[config.mk]
export PLATFORM = sky130hd
export DESIGN_NAME = nram_write_sequencer
export DESIGN_NICKNAME = d
export VERILOG_FILES = /design/src/rtl/nram_write_sequencer.sv
export SDC_FILE = /design/constraint.sdc
export NUM_CORES = 1
export LEC_CHECK = 0
export CAP_MARGIN = 20
export CORE_MARGIN = 3
export CORE_UTILIZATION = 45
export DETAILED_ROUTE_END_ITERATION = 8
export PLACE_DENSITY = 0.75
export SKIP_LAST_GASP = 1
export SYNTH_ARGS = -nofsm -noshare
export SYNTH_HDL_FRONTEND = slang
export SYNTH_SLANG_ARGS = --single-unit
[constraint.sdc]
create_clock -name clk -period 6.05 [get_ports clk]
set_clock_uncertainty 0.1 [all_clocks]
set_input_delay 0.9075 -clock clk [delete_from_list [all_inputs] [get_ports clk]]
set_output_delay 0.9075 -clock clk [all_outputs]
set_load 0.02 [all_outputs]
[src/rtl/nram_write_sequencer.sv]
`timescale 1ns/1ps
// nram_write_sequencer
// Buffers a valid/ready byte stream in a small FIFO and replays each byte as a
// single-cycle write strobe towards the NRAM lanes, round-robin or broadcast.
// Optional feature: define NRAM_SEQ_FLUSH_EN to add the io_flush input, which
// empties the buffer and returns the lane pointer to lane 0.
module nram_write_sequencer #(
  parameter int DATA_W     = 8,
  parameter int LANES      = 2,
  parameter int FIFO_DEPTH = 4,
  parameter int GAP        = 0
) (
  input  logic              clk,
  input  logic              reset,
  input  logic              io_in_valid,
  output logic              io_in_ready,
  input  logic [DATA_W-1:0] io_in_bits,
  input  logic              io_bcast,
`ifdef NRAM_SEQ_FLUSH_EN
  input  logic              io_flush,
`endif
  output logic [DATA_W-1:0] io_Dbus,
  output logic [LANES-1:0]  io_ENbus,
  output logic              io_busy,
  output logic [15:0]       io_wr_count
);

  localparam int AW = $clog2(FIFO_DEPTH);
  localparam int LW = $clog2(LANES);
  localparam logic [3:0]    GAP_CYC   = 4'(GAP);
  localparam logic [LW-1:0] LANE_LAST = LW'(LANES - 1);

  typedef enum logic [1:0] {S_IDLE, S_WRITE, S_GAP} state_t;

  state_t            r_state;
  state_t            w_state_nxt;
  logic [AW:0]       r_wr_ptr;
  logic [AW:0]       r_rd_ptr;
  logic [AW:0]       w_wr_ptr_nxt;
  logic [AW:0]       w_rd_ptr_nxt;
  logic [DATA_W-1:0] r_mem [FIFO_DEPTH];
  logic [LW-1:0]     r_lane;
  logic [3:0]        r_gap_cnt;
  logic [3:0]        w_gap_nxt;
  logic              r_ready;
  logic [DATA_W-1:0] r_dbus;
  logic [LANES-1:0]  r_enbus;
  logic [15:0]       r_wr_count;
  logic              w_flush;
  logic              w_empty;
  logic              w_full;
  logic              w_full_nxt;
  logic              w_push;
  logic              w_pop;
  logic [LANES-1:0]  w_en_mask;

`ifdef NRAM_SEQ_FLUSH_EN
  assign w_flush = io_flush;
`else
  assign w_flush = 1'b0;
`endif

  // Occupancy flags come from the wrap-bit pointer pair.
  assign w_empty = (r_wr_ptr == r_rd_ptr);
  assign w_full  = (r_wr_ptr[AW] != r_rd_ptr[AW]) &&
                   (r_wr_ptr[AW-1:0] == r_rd_ptr[AW-1:0]);

  // A push needs a ready slot; a flush in the same cycle wins and drops it.
  assign w_push    = io_in_valid && r_ready && !w_full && !w_flush;
  assign w_en_mask = io_bcast ? {LANES{1'b1}} : (LANES'(1) << r_lane);

  assign io_in_ready = r_ready;
  assign io_Dbus     = r_dbus;
  assign io_ENbus    = r_enbus;
  assign io_wr_count = r_wr_count;
  assign io_busy     = !w_empty || (r_state != S_IDLE);

  // Next-state logic: issue decision for IDLE, back-to-back WRITE and gap expiry.
  always_comb begin
    w_state_nxt = r_state;
    w_pop       = 1'b0;
    w_gap_nxt   = r_gap_cnt;
    case (r_state)
      S_IDLE: begin
        if (!w_empty) begin
          w_pop       = 1'b1;
          w_state_nxt = S_WRITE;
        end
      end
      S_WRITE: begin
        if (GAP_CYC != 4'd0) begin
          w_state_nxt = S_GAP;
          w_gap_nxt   = GAP_CYC;
        end else if (!w_empty) begin
          w_pop       = 1'b1;
          w_state_nxt = S_WRITE;
        end else begin
          w_state_nxt = S_IDLE;
        end
      end
      S_GAP: begin
        if (r_gap_cnt > 4'd1) begin
          w_gap_nxt = r_gap_cnt - 4'd1;
        end else begin
          // Last gap cycle makes the IDLE decision so strobes land GAP+1 apart.
          w_gap_nxt = 4'd0;
          if (!w_empty) begin
            w_pop       = 1'b1;
            w_state_nxt = S_WRITE;
          end else begin
            w_state_nxt = S_IDLE;
          end
        end
      end
      default: w_state_nxt = S_IDLE;
    endcase
    if (w_flush) begin
      w_pop       = 1'b0;
      w_state_nxt = S_IDLE;
      w_gap_nxt   = 4'd0;
    end
  end

  // Next pointer values; ready is derived from them so it reflects registered occupancy.
  always_comb begin
    w_wr_ptr_nxt = r_wr_ptr + {{AW{1'b0}}, w_push};
    w_rd_ptr_nxt = r_rd_ptr + {{AW{1'b0}}, w_pop};
    if (w_flush) begin
      w_wr_ptr_nxt = '0;
      w_rd_ptr_nxt = '0;
    end
    w_full_nxt = (w_wr_ptr_nxt[AW] != w_rd_ptr_nxt[AW]) &&
                 (w_wr_ptr_nxt[AW-1:0] == w_rd_ptr_nxt[AW-1:0]);
  end

  // FIFO storage; contents are only observable through popped entries.
  always_ff @(posedge clk) begin
    if (w_push) r_mem[r_wr_ptr[AW-1:0]] <= io_in_bits;
  end

  // Control state and registered NRAM-side outputs.
  always_ff @(posedge clk or negedge reset) begin
    if (!reset) begin
      r_state    <= S_IDLE;
      r_wr_ptr   <= '0;
      r_rd_ptr   <= '0;
      r_lane     <= '0;
      r_gap_cnt  <= 4'd0;
      r_ready    <= 1'b0;
      r_dbus     <= '0;
      r_enbus    <= '0;
      r_wr_count <= 16'd0;
    end else begin
      r_state   <= w_state_nxt;
      r_wr_ptr  <= w_wr_ptr_nxt;
      r_rd_ptr  <= w_rd_ptr_nxt;
      r_gap_cnt <= w_gap_nxt;
      r_ready   <= !w_full_nxt;
      if (w_pop) begin
        r_dbus     <= r_mem[r_rd_ptr[AW-1:0]];
        r_enbus    <= w_en_mask;
        r_wr_count <= r_wr_count + 16'd1;
        if (!io_bcast) r_lane <= (r_lane == LANE_LAST) ? '0 : r_lane + LW'(1);
      end else begin
        r_enbus <= '0;
      end
      if (w_flush) r_lane <= '0;
    end
  end

endmodule

==> After elaboration in Yosys (flattened, before gate mapping) <==
Memory sizes are Yosys's and may differ from the RTL's. A register that Yosys moved wholly into a read port is not among the register bits.
Index checks and enable logic that the tools add are counted.
{ "word_totals": {"reg_bits": 32, "ram_bits": 32, "out_inout_bits": 28, "word_cells": 53, "n_memories": 1} }
{ "classes": {"n_addsub": 5, "n_lt_le_gt_ge": 1, "eq_ne": 9, "n_shift": 1, "muxes": 13, "bitwise": 1, "n_reduce_logical": 14} }
{ "mem_list": {"columns": ["name", "depth", "word_bits", "read_ports", "rd_ports_with_merged_regs", "write_ports", "line_no", "text"], "rows": [
  ["r_mem", 4, 8, 1, 1, 1, "41", "logic [DATA_W-1:0] r_mem [FIFO_DEPTH];"]
]} }
{ "op_table": {"columns": ["operator", "count"], "rows": [
  ["adder 16 x 1 -> 16 bit, second input constant", 1],
  ["2-to-1 mux 2 bit", 4],
  ["adder 3 x 1 -> 3 bit", 2],
  ["2-to-1 mux 1 bit", 6],
  ["one-hot mux 2 bit (3 select lines)", 1],
  ["== test 2 bit", 2],
  ["greater-than comparator 4 x 1 -> 1 bit, second input constant", 1],
  ["logical AND 1 bit", 4],
  ["zero test 1 bit", 4],
  ["2-to-1 mux 4 bit", 1],
  ["inequality test 2 bit, second input constant", 2],
  ["AND reduction 2 bit", 2],
  ["subtractor 4 x 1 -> 4 bit, second input constant", 1],
  ["== test 3 bit", 1],
  ["== test 2 x 1 -> 1 bit, second input constant", 1],
  ["== test 2 bit, second input constant", 1],
  ["zero test 2 bit", 1],
  ["inequality test 1 bit", 2],
  ["one-hot mux 1 bit (2 select lines)", 1],
  ["nonzero test 2 bit", 1],
  ["OR reduction 2 bit", 1],
  ["<< shifter 1 x 1 -> 2 bit, first input constant", 1],
  ["adder 1 bit, second input constant", 1],
  ["logical OR 1 bit", 1],
  ["inverter 1 bit", 1]
]} }

==> Depth between registers and ports, before layout <==
Gate-level depths: netlist of run 1.
{ "depth": {"depth_word": 8, "ltp_mapped": 11} }

==> Worst setup path after synthesis of run 1 <==
Ideal clock, no wire load.
{ "synth_timing": {"path_kind": "flip-flop to flip-flop", "from": "reg r_rd_ptr[0]", "to": "reg r_ready (netlist: io_in_ready)", "setup_time_ns": 0.131, "arrival_time_ns": 2.174, "required_ns": 5.819, "path_slack_ns": 3.644, "path_stages_with_launch": 12, "n_path_buf": 3, "cell_sequence": "dfrtp_1 -> buf_6 -> xnor2_1 -> and3b_1 -> buf_6 -> inv_2 -> buf_2 -> ha_1 -> ha_1 -> xor2_1 -> xnor2_1 -> or3_1"} }
{ "synth_via": {"elab_chain_cells": 8} }
{ "synth_lines": {"columns": ["element", "line_no", "text"], "rows": [
  ["from (decl)", "38", "logic [AW:0] r_rd_ptr;"],
  ["from (signal assigned)", "156", "r_rd_ptr <= w_rd_ptr_nxt;"],
  ["== test 3 bit", "64", "assign w_empty = (r_wr_ptr == r_rd_ptr);"],
  ["2-to-1 mux 1 bit", "85, 94, 107", null],
  ["2-to-1 mux 1 bit", "102", "if (r_gap_cnt > 4'd1) begin"],
  ["one-hot mux 1 bit (2 select lines)", "83", "case (r_state)"],
  ["adder 3 x 1 -> 3 bit *", "127", "w_rd_ptr_nxt = r_rd_ptr + {{AW{1'b0}}, w_pop};"],
  ["named net w_rd_ptr_nxt[2]", "40", "logic [AW:0] w_rd_ptr_nxt;"],
  ["inequality test 1 bit *", "132", "w_full_nxt = (w_wr_ptr_nxt[AW] != w_rd_ptr_nxt[AW]) &&"],
  ["logical AND 1 bit *", "132", null],
  ["zero test 1 bit *", "158", "r_ready <= !w_full_nxt;"],
  ["to (signal assigned)", "158", null],
  ["to (decl)", "45", "logic r_ready;"]
]} }
The timed path passes the listed nets; every way through them passes the cells marked *.
A chain may end at the register's enable or synchronous reset.

==> Worst setup path after layout of run 1 <==
{ "layout_timing": {"from": "reg r_rd_ptr[0]", "to": "out io_busy"} }
{ "layout_via": {"elab_chain_cells": 3} }
{ "layout_lines": {"columns": ["element", "line_no", "text"], "rows": [
  ["== test 3 bit", "64", null],
  ["zero test 1 bit", null, null],
  ["logical OR 1 bit", "76", "assign io_busy = !w_empty || (r_state != S_IDLE);"],
  ["to (decl)", "24", "output logic io_busy,"]
]} }
Every way passes these cells.

==> flow_summary.yaml, run 1 <==
run_status:
  status: "completed"
final_layout:
  postLayoutCellArea_um2: 3432
  drive_gt1_share_pct: 11.30
  antenna_cells: 0
  postLayoutCoreUtil_pct: 60.47
  areaGrowthSynthToFinish_pct: 26.00
  instances_no_fill: 302
  final_nets: 242
  fillers: 455
logic_synthesis:
  synth_fa_ha_area_share_pct: 2.297
  syn_inst: 179
  synth.distinct_cells: 29
  synth_top_area_share_pct: 35.28
  synthXorXnorAreaFrac_pct: 7.717
  syn_area_per_cell_um2: 15.22
  yosysTopAreaCell: "edfxtp_1"
  synth_compound_area_share_pct: 0.4134
  synthSimpleGateAreaFrac_pct: 12.54
  yosysWarnings: 0
  ys_ff_latch: 67
  synth_mux_area_share_pct: 7.304
  synthFlopType: "dfrtp_1"
  synth.top_cells.by_count: "dfrtp_1 (35), nand2_1 (33), edfxtp_1 (32)"
  synth_edf_count: 32
  async_flop_share_pct: 52.24
  ys_seq_area_share_pct: 67.43
  synth_fp_nets: 196
  synth_area_leaders: "edfxtp_1 (35%), dfrtp_1 (32%), mux4_1 (4.8%), xor2_1 (4.8%), nand2_1 (4.5%)"
  netlist_area_um2: 2724
  synth_most_common_cell: "dfrtp_1"
  synth_top_family_by_area: "simple AND/OR/NAND/NOR gates"
critical_path:
  worstPathRequired_ns: 5.04
  critical_path_buf_inv_count: 1
  slowest_stage: "and3b_1"
  end_kind: "output port"
  crit_family: "simple AND/OR/NAND/NOR gates"
  cp-start-kind: "register"
  arrival_ns: 2.74
  crit_cells: 4
  slowest_delay_ns: 0.83
  critical_path_class: "reg -> out"
  crit_chain: "xnor2_1 -> and3b_1 -> nand2b_1 -> clkdlybuf4s50_1"
  crit_fanout: 24
  ff2ff_path_depth: 8
power:
  peakVddDrop_uv: 285.5
  p_leak_uw: 0.001405
  power_density_nw_per_um2: 541.5
  power.total_uw: 1858
die:
  io_pins: 40
  die_area_um2: 7022
  fp.dieH_um: 83.80
  dieWidth_um: 83.80
  coreArea_um2: 5675
  rows: 27
  start_util_pct: 47.99
timing:
  tns_ns: 0
  slew_headroom_pct: 35.62
  worst_pin_slew_ns: 0.9658
  finalCritPeriodShare_pct: 61.98
  setup_violations: 0
  finalHoldViolations: 0
  rsz0062_at_grt: "false"
  slew_viol_final: 0
  fmax_mhz: 266.7
  fin_crit_ns: 3.750
route:
  drt_wl_total_um: 4689
  post-route-drc-count: 0
  initialDrtViolationCount: 81
  routed-via-count: 1579
  drtPass1Iterations: 4
  post_drt_wl_per_cell_um: 15.53
  ant_nets: 0
  vias_per_cell: 5.228
job:
  cap_violations: 0
global_routing:
  grt_pass1_vias: 1658
  overflow: 0
  grt_pass1_wl_um: 7900
  track_usage_pct: 14.81
  antenna_found_initial: 0
  grt_start_max_net_pins: 36
clocking:
  numCtsBuffers: 9
  cts.sinks: 67
  insertion_delay_ns: 0.35
  cts_repair_resize_count: 0
  clk_pin_slew_ns: 0.07
  clockRootBuffer: "clkbuf_8"
  cts_tree: "done"
  cts_hold_buffers: 0
  cts_max_level: 3
  post_cts.repair.setup_buffers: 0
  cts_buffer_depth: 2
placed_design:
  dp_hpwl_um: 3213
  placed_cell_area_um2: 3168
  portBuffers: 39
  place_congestion: 0.7564
  place_inst: 286
worst_hold_path:
  hold_depth: 1
  hp-class: "reg -> reg"
-- power by group --
group          total (uW)  switching (uW)  internal (uW)
registers             740             114            626
logic                 638             336            302
clock network         480             166            314
total                1860             616           1240
-- placed cells by master (no fill, tap or decap), drive strengths merged --
| cell | instances |
|---|---|
| clkbuf | 9 |
| clkinv | 2 |
| clkdlybuf4s50 | 39 |
| xor2 | 15 |
| and3 | 3 |
| nor4 | 1 |
| edfxtp | 32 |
| nand2 | 33 |
| nor3b | 1 |
| clkinvlp | 1 |
| dfrtp | 35 |
| nor3 | 4 |
| nor4b | 1 |
| a21oi | 1 |
| mux4 | 8 |
| nand2b | 1 |
| buf | 2 |
| xnor2 | 9 |
| a31oi | 1 |
| nor2 | 5 |
| inv | 3 |
| bufinv | 4 |
| nand3 | 5 |
| and3b | 2 |
| and4bb | 1 |
| ha | 5 |
| nand4 | 4 |
| or3 | 1 |
| and4 | 2 |
-- per-layer routing --
metal / GRT usage [%] / part of all wire (%)
met5: 0 / 0
met3: 6.811 / 6.0
met4: 5.409 / 2.0
met1: 15.97 / 40
met2: 25.45 / 52
-- layout make-up --
cell class / instances / area [um2] / share of cell area, %
inverter: 3 / 11.26 / 0.3281
tap: 72 / 90.09 / 2.625
clock inverter: 7 / 140.1 / 4.083
clock buffer: 9 / 123.9 / 3.609
multi-input combinational: 103 / 824.5 / 24.02
sequential: 67 / 1837 / 53.52
timing repair buffer: 41 / 405.4 / 11.81
-- worst reg2reg max path: cells and delay by family, from the launching register on --
family,cells,cell delay [ns]
and+or+nand+nor,2,1.19
xor gates and xnor gates,3,0.51
buffers and inverters,1,0.32
DFF,1,0.67
adders and majority gates,2,0.48
-- cells by family after synthesis --
kind of cell / Yosys count
simple gates: 64
xor+xnor: 24
flops: 67
compound gates: 2
mux: 8
buf+inv: 9
fa+ha+maj: 5
-- flip-flops by register name (all words and copies together) (netlist names) --
name	cells
io_Dbus	8
io_in_ready	1
io_wr_count	16
io_ENbus	2
r_wr_ptr	3
r_state	1
r_mem	32
r_rd_ptr	3
r_lane	1
-- final timing paths --
kind | start | end | slack [ns]
max in group asynchronous | reset | io_Dbus[2] | 4.67
min in group asynchronous | reset | io_wr_count[5] | 0.87
hold reg to reg | io_wr_count[15] | io_wr_count[15] | 0.37
setup reg to reg | r_rd_ptr[0] | io_in_ready | 2.66
hold / removal | io_wr_count[15] | io_wr_count[15] | 0.37
setup / recovery | r_rd_ptr[0] | io_busy | 2.30
-- per-stage QoR --
step	hold slack, ns	setup slack (ns)
final	0.3741	2.300
after global routing	0.3837	2.036
after CTS	0.3776	2.225
after detailed placement	0.3635	2.595
after global placement	0.3599	2.711
after floorplan	0.3640	3.644
Power figures use the tool's default switching activity.
==> inputs of run 2 (changes only) <==
--- a/config.mk
+++ b/config.mk
@@ -9,7 +9,7 @@
 export CORE_MARGIN = 3
 export CORE_UTILIZATION = 45
 export DETAILED_ROUTE_END_ITERATION = 8
-export PLACE_DENSITY = 0.75
+export PLACE_DENSITY = 0.78
 export SKIP_LAST_GASP = 1
 export SYNTH_ARGS = -nofsm -noshare
 export SYNTH_HDL_FRONTEND = slang
==> constraint.sdc (replaced) <==
create_clock -name clk -period 3.13 [get_ports clk]
set_clock_uncertainty 0.1 [all_clocks]
set_input_delay 0.4695 -clock clk [delete_from_list [all_inputs] [get_ports clk]]
set_output_delay 0.4695 -clock clk [all_outputs]
set_load 0.02 [all_outputs]
==> run 2 against run 1 <==
Utilization is 0.75 points lower. Cell area is 1.2% lower. Via count is 0.57% lower. Combinational power is 110% higher. Final cell count is 1.3% higher. Sequential power is 86% higher. Global-route usage is 1.0 points lower. Critical endpoint unchanged. Largest cell class unchanged. Highest routed layer unchanged.
==> flow_summary.yaml, run 2 (synthesized netlist as in run 1, its figures left out) <==
run_status:
  status: "completed"
critical_path:
  critical_path_class: "reg -> out"
  crit_fanout: 10
  worstSetupStartpoint: "r_rd_ptr[1]"
  end_kind: "output port"
  r2r_end: "io_in_ready"
  reg2reg_slack_ns: 0.76
  endpoint: "io_busy"
  worstPathRequired_ns: 2.56
  ff2ff_path_depth: 9
  arrival_ns: 1.96
  cp-start-kind: "register"
  r2r_start: "r_rd_ptr[1]"
clocking:
  cts_buffer_depth: 2
  cts_max_level: 3
  cts_tree: "done"
  cts_repair_resize_count: 0
  insertion_delay_ns: 0.33
  numCtsBuffers: 9
  clk_pin_slew_ns: 0.07
  cts_hold_buffers: 0
  cts.sinks: 67
  post_cts.repair.setup_buffers: 0
  clockRootBuffer: "clkbuf_8"
job:
  cap_violations: 0
die:
  die_area_um2: 7022
  rows: 27
  start_util_pct: 47.99
  dieWidth_um: 83.80
  io_pins: 40
  fp.dieH_um: 83.80
  coreArea_um2: 5675
final_layout:
  drive_gt1_share_pct: 12.39
  final_cell_mix: "clkdlybuf4s50_1 (39), dfrtp_1 (35), nand2_1 (33), edfxtp_1 (32), xor2_1 (15)"
  largest_reg_flops: 32
  antenna_cells: 0
  fillers: 464
  seqCellArea_um2: 1837
  multi_input_area_um2: 824.5
  layout_commonest_cell: "clkdlybuf4s50_1"
  final_nets: 246
  areaGrowthSynthToFinish_pct: 24.44
route:
  drt_wl_total_um: 4494
  post_drt_wl_per_cell_um: 14.69
  routed-via-count: 1570
  initialDrtViolationCount: 60
  post-route-drc-count: 0
  ant_nets: 0
  vias_per_cell: 5.131
  drtPass1Iterations: 2
global_routing:
  antenna_found_initial: 0
  grt_start_max_net_pins: 36
  grt_pass1_wl_um: 7452
  track_usage_pct: 13.78
  overflow: 0
  grt_pass1_vias: 1560
timing:
  slew_headroom_pct: 71.12
  worst_pin_slew_ns: 0.4332
  setup_violations: 0
  rsz0062_at_grt: "false"
  finalHoldViolations: 0
  finalCritPeriodShare_pct: 80.85
  fmax_mhz: 395.2
  slew_viol_final: 0
  fin_crit_ns: 2.531
  tns_ns: 0
power:
  power.total_uw: 3378
  peakVddDrop_uv: 440.0
  power_density_nw_per_um2: 996.6
  p_leak_uw: 0.001392
worst_hold_path:
  min_from: "io_Dbus[3]"
  hp-class: "reg -> reg"
placed_design:
  place_congestion: 0.7475
  portBuffers: 39
  dp_hpwl_um: 3113
[run 2: cell count changes in the layout (fill, tap and decap cells not counted), sizes merged]
| cell | previous run | this run |
|---|---|---|
| clkinv | 2 | 4 |
| inv | 3 | 4 |
| buf | 2 | 6 |
| bufinv | 4 | 1 |
[run 2: power breakdown]
group          leakage [uW]  switching [uW]  total (uW)  internal, uW
logic              0.000578             701        1320           619
clock network     0.0000947             317         682           365
registers          0.000720             167        1380          1210
[run 2: stage by stage]
stage	instances	instance area [um2]	utilization (%)	setup WS, ns	hold WS, ns
detailed placement	290	3198	56.35	0.5654	0.3598
global route	306	3390	59.72	0.4949	0.4045
finish	306	3390	59.72	0.5995	0.3682
CTS	306	3390	59.72	0.5705	0.3767
global placement	290	3198	56.35	0.6271	0.3551
floorplan	179	2724	-	0.7242	0.07391
[run 2: layer usage]
layer | wire (um) | vias to the layer above | global-route usage (%)
met3 | 220 | 9 | 3.949
met5 | 0 | - | 0
met2 | 2162 | 41 | 21.69
met4 | 89 | 0 | 7.456
li1 | - | 744 | -
met1 | 2023 | 776 | 17.16
[run 2: worst min-delay path by stage]
stage                     slack, ns  cells past startpoint              end
final                          0.37                      2       io_Dbus[3]
after global routing           0.40                      1  io_wr_count[15]
after CTS                      0.38                      2       io_Dbus[3]
after detailed placement       0.36                      2       io_Dbus[3]
after global placement         0.36                      2       io_Dbus[3]
after floorplan                0.07                      0       io_Dbus[0]
[run 2: layout make-up]
cell class,instances,area share (%)
clock buffer,9,3.654
inverter,3,0.3322
clock inverter,7,1.993
tap,72,2.658
multi-input combinational,103,24.33
sequential,67,54.19
timing repair buffer,45,12.85
[run 2: critical path: stages, from the launching register on]
cell	delay, ns
dfrtp_1	0.36
buf_4	0.18
xnor2_1	0.14
and3b_1	0.23
nand2b_1	0.11
clkdlybuf4s50_1	0.62
==> inputs of run 3 (changes only) <==
==> constraint.sdc (replaced) <==
create_clock -name clk -period 2.1 [get_ports clk]
set_clock_uncertainty 0.1 [all_clocks]
set_input_delay 0.315 -clock clk [delete_from_list [all_inputs] [get_ports clk]]
set_output_delay 0.315 -clock clk [all_outputs]
set_load 0.02 [all_outputs]
==> run 3 against run 2 <==
Final cell count is 2.9% higher. First-iteration DRC count is 62% higher. Cell area is 6.4% higher. Setup slack worse by 0.53 ns. Critical endpoint is now io_in_ready. Largest power group is now combinational logic. Highest routed layer unchanged.
==> flow_summary.yaml, run 3 (synthesized netlist as in run 1, its figures left out) <==
die:
  die_area_um2: 7022
  io_pins: 40
  dieWidth_um: 83.80
  start_util_pct: 47.99
  coreArea_um2: 5675
  fp.dieH_um: 83.80
  rows: 27
placed_design:
  place_congestion: 0.7395
  placed_cell_area_um2: 3326
  place_ws_ns: -0.1190
  portBuffers: 39
  dp_hpwl_um: 3316
route:
  initialDrtViolationCount: 97
  drt_wl_total_um: 4738
  drtPass1Iterations: 4
  post-route-drc-count: 0
  routed-via-count: 1615
  ant_nets: 0
  post_drt_wl_per_cell_um: 15.04
  vias_per_cell: 5.127
global_routing:
  grt_pass1_vias: 1697
  grt_pass1_wl_um: 8307
  grt_start_max_net_pins: 36
  grt_use_met2_pct: 23.79
  top_usage_layer: "met2"
  track_usage_pct: 15.22
  overflow: 0
  use_met3_pct: 6.219
  grt_use_met1_pct: 19.03
  antenna_found_initial: 0
final_layout:
  areaGrowthSynthToFinish_pct: 32.43
  final_cell_mix: "clkdlybuf4s50_1 (38), dfrtp_1 (35), nand2_1 (33), edfxtp_1 (32), buf_4 (14)"
  antenna_cells: 0
  final_nets: 255
  postLayoutCellArea_um2: 3607
  layout_commonest_cell: "clkdlybuf4s50_1"
  drive_gt1_share_pct: 20.16
  largest_reg_flops: 32
clocking:
  cts.sinks: 67
  clockRootBuffer: "clkbuf_8"
  insertion_delay_ns: 0.34
  cts_tree: "done"
  cts_max_level: 3
  clk_pin_slew_ns: 0.07
  cts_hold_buffers: 0
  cts_buffer_depth: 2
  numCtsBuffers: 9
timing:
  worst_pin_slew_ns: 0.4306
  rsz0062_at_grt: "true"
  slew_viol_final: 0
  fin_crit_ns: 2.027
  finalCritPeriodShare_pct: 96.50
  fmax_mhz: 493.4
  fin_ws_ns: 0.07344
  finalHoldViolations: 0
  slew_headroom_pct: 71.29
  whs_ns: 0.2966
  setup_violations: 0
critical_path:
  crit_fanout: 2
  critical_path_class: "reg -> reg"
  worstPathRequired_ns: 2.21
  cp-start-kind: "register"
  worstSetupStartpoint: "r_wr_ptr[2]"
  crit_chain: "xor2_2 -> and3b_2 -> inv_4 -> ha_4 -> ha_4 -> xor2_2 -> xnor2_1 -> or3_1"
  slowest_delay_ns: 0.41
  slowest_stage: "dfrtp_1"
  r2r_start: "r_wr_ptr[2]"
  arrival_ns: 2.14
  end_kind: "register"
power:
  clkPwrFrac_pct: 24.2
  power_density_nw_per_um2: 1597
  switchingPower_uw: 1903
  p_comb_share_pct: 39.9
  peakVddDrop_uv: 809.0
  p_sw_share_pct: 33.04
  p_leak_uw: 0.001488
  internal-power_uw: 3858
  power.share.sequential_pct: 35.8
worst_hold_path:
  hp-class: "in -> async"
job:
  cap_violations: 0
run_status:
  status: "completed"
## run 3: path summary, 6_finish.rpt
check	slack (ns)	to	depth (start not counted)
setup / recovery	0.07	io_in_ready	8
hold / removal	0.30	io_wr_count[9]	2
setup reg to reg	0.07	io_in_ready	8
hold reg to reg	0.38	io_wr_count[15]	1
max in group asynchronous	1.30	r_wr_ptr[1]	2
min in group clk	0.38	io_wr_count[15]	1
## run 3: critical path, delay by kind of cell (launching register included)
| family | cells | cell delay (ns) |
|---|---|---|
| flip-flops | 1 | 0.41 |
| buffers and inverters | 1 | 0.04 |
| XOR/XNOR | 3 | 0.47 |
| AND/OR/NAND/NOR | 2 | 0.58 |
| adder cells (fa/ha/maj) | 2 | 0.30 |
## run 3: what timing repair did
item,in CTS,in global routing
endpoints found under the setup margin,1,2
buffers inserted,0,1
gates cloned,0,0
hold endpoints to repair,0,0
resized for setup,1,5
## run 3: power by group through the flow
| stage | Sequential, uW | Combinational, uW | Clock, uW |
|---|---|---|---|
| CTS | 2060 | 2300 | 1420 |
| floorplan | 2270 | 1330 | 0 |
| global route | 2110 | 2570 | 1490 |
| finish | 2060 | 2300 | 1400 |
| detailed placement | 2090 | 2290 | 0 |
| global placement | 2060 | 2260 | 0 |
## run 3: layer usage
layer	vias up	part of all wire (%)
met1	801	43
met4	0	1.9
met3	12	6.0
met2	47	50
met5	-	0
li1	755	-
## run 3: layout make-up
cell class                      count  area (um2)
Clock buffer                        9       123.9
Timing Repair Buffer               54       510.5
Tap cell                           72       90.09
Sequential cell                    67        1837
Inverter                            3       13.76
Multi-Input combinational cell    103       892.1
Clock inverter                      7       140.1
Fill cell                         420        2068
## run 3: metrics by stage
step,std cells,setup TNS [ns],utilization (%),total power (uW)
after floorplan,179,-0.1298,-,3600
after global placement,298,-0.08080,58.60,4317
after detailed placement,298,-0.1190,58.60,4377
after CTS,314,0,63.23,5780
after global routing,315,-0.01107,63.56,6171
final,315,0,63.56,5762
==> RTL change (config.mk and constraints of run 3) <==
Change the parameter `FIFO_DEPTH` from 4 to 8.
--- a/src/rtl/nram_write_sequencer.sv
+++ b/src/rtl/nram_write_sequencer.sv
@@ -8,5 +8,5 @@
   parameter int DATA_W     = 8,
   parameter int LANES      = 2,
-  parameter int FIFO_DEPTH = 4,
+  parameter int FIFO_DEPTH = 8,
   parameter int GAP        = 0
 ) (
Function: same outputs for any inputs over 10 cycles, from zero or initial values and one cycle with reset low; that may be too few to reach the edited logic, so the function may still have changed.
==> RTL change against run 3 <==
- via count rose by 37%
- utilization fell by 5.3 points
- design area rose by 37%
- synthesized area rose by 48%
- setup slack got worse by 0.0028 ns
- cell count rose by 33%
- first-iteration DRC count rose by 60%
- sequential cell count rose by 34
- routed wire length rose by 54%
- sequential share of layout area rose by 6.8 points
- count of clock-buffer cells in the layout rose by 1
- power rose by 19%
==> RTL change: results (changes against run 3) <==
| Metric | Value |
|---|---|
| Nets | 327 (+28%) |
| Pin count of the biggest net entering global routing | 38 (+5.6%) |
| R2R depth | 7 (-1) |
| Vias/cell | 5.25 (+2.4%) |
| Asr flop ratio synth | 0.366 (-0.156) |
| Placed wire-length estimate | 5.00 mm (+51%) |
| Register-to-register setup slack | 0.12 ns (+0.05 ns) |
| Share of layout cells above drive strength 1 | 0.225 (+0.0238) |
| Min Clock Period, post-route | 2.03 ns (+0.00284 ns) |
| Worst-margin pin slew | 0.819 ns (+0.388 ns) |
| Seq/Total Area, Yosys | 0.705 (+0.0303) |
| Pre-CTS setup slack | -0.0506 ns (+0.0684 ns) |
| First-pass GRT wire length | 11.6 mm (+40%) |
| Mean post-synth cell area | 16.7 µm² (+9.7%) |
| Clock slew at reported path FFs | 0.09 ns (+0.02 ns) |
| Leak | 1.84 nW (+24%) |
| H-tree depth | 3 (unchanged) |
| Ys Warns | 0 (unchanged) |
| Sw Pwr | 2.39 mW (+25%) |
| Status | finished, final reports clean |
| Mux contribution to synthesized area | 0.112 (+0.0387) |
| Vias in the first global route | 2258 (+33%) |
| Critical path arrival | 1.61 ns (-0.53 ns) |
| IO buf count | 39 (unchanged) |
| Wire per inst | 17.4 µm (+15%) |
| Gr usage total | 0.154 (+0.00154) |
| Path type of the worst min-delay path | flip-flop to flip-flop |
| Critical path fanouts, max | 4 (+2) |
| Leading area contributor after synthesis | edfxtp_1 |
| Worst hold margin | 0.374 ns (+0.0773 ns) |
| Clock tree buffer depth | 2 (unchanged) |
| DRT iter0 DRCs | 155 (+60%) |
| Min-Delay Endpoint | io_wr_count[15] |
| Post-synth EDFFs | 64 (+100%) |
| Top cells by count, synth | 64 x edfxtp_1, 37 x dfrtp_1, 20 x nor2_1, 20 x xnor2_1, 16 x mux4_2 |
| Placed Instances | 398 (+34%) |
| Compound-cell area share of the yosys netlist | 0.0133 (+0.00918) |
| Layout Cells excl Fill | 420 (+33%) |
| Synth Area in XOR/XNOR | 0.0607 (-0.0165) |
| Adder-cell share of the synthesized area | 0.0155 (-0.00749) |
| Largest register FFs | 64 (+100%) |
| Syn nets | 259 (+32%) |
| Yosys cell types | 29 (unchanged) |
| Reg2reg end | r_mem[4][4] |
| Ranking of synthesized cells by area | edfxtp_1 48%, dfrtp_1 23%, mux4_2 8.9%, xnor2_1 4.3%, mux2i_1 2.0% |
| TritonRoute pass-1 iters | 4 (unchanged) |
| Clock Tree Root | clkbuf_8 |
| Final GP Congestion | 0.746 (+0.87%) |
| Worst vdd ir | 543 µV (-33%) |
| Num CTS Buffers | 9 (unchanged) |
## RTL change: routing by layer
metal  global-route usage  routed length [µm]  up-vias
li1                     -                   -     1035
met1                0.195                3080     1109
met2                0.257                3760       53
met3               0.0304                 360        9
met4               0.0663                  93        0
met5                    0                   0        -
## RTL change: cell type report
| cell class | count | area (µm²) |
|---|---|---|
| fill | 639 | 3530 |
| sequential | 101 | 2850 |
| multi-input combinational | 128 | 1180 |
| timing repair buffer | 66 | 592 |
| tap | 105 | 131 |
| clock buffer | 10 | 128 |
| clock inverter | 6 | 38.8 |
| inverter | 4 | 17.5 |
## RTL change: per-stage QoR
stage	area (µm²)	util
6_report	4930	0.583
5_1_grt	4930	0.583
4_1_cts	4880	0.577
3_5_place_dp	4700	0.555
3_3_place_gp	4700	0.555
2_1_floorplan	4080	-
## RTL change: critical path, cell delays in order (launching register included)
cell and delay (ns):
dfrtp_1 0.42, xnor2_2 0.21, nand3_2 0.12, nor2_4 0.12, inv_4 0.05, or2_1 0.21
buf_6 0.13
## RTL change: logic make-up after synthesis
| logic type | count (synthesis) |
|---|---|
| flops | 101 |
| simple gates | 60 |
| xor+xnor | 28 |
| mux | 25 |
| buf+inv | 13 |
| compound gates | 10 |
| fa+ha+maj | 5 |
## RTL change: worst max path at each step
stage,end,start,cells after the start
detailed placement,io_in_ready,io_in_valid,8
finish,io_busy,r_wr_ptr[0],6
floorplan,io_in_ready,r_rd_ptr[0],11
global route,io_busy,r_rd_ptr[2],6
CTS,io_busy,r_wr_ptr[2],6
global placement,r_mem[4][3],io_in_valid,7
## RTL change: power by group through the flow
stage                     logic (mW)  registers (mW)  clock network (mW)
after floorplan                 1.70            3.10                   0
after global placement          2.72            2.94                   0
after detailed placement        2.80            2.96                   0
after CTS                       2.85            2.92                1.10
after global routing            3.15            2.97                1.18
final                           2.89            2.92                1.07
## RTL change: what timing repair did
item | CTS | global route
hold endpoints to repair | 37 | 0
buffers inserted | 2 | 3
hold buffers | 1 | 0
pin swaps | 1 | 5
cloned | 0 | 0
setup endpoints to repair | 1 | 57
gates resized for setup | 4 | 5
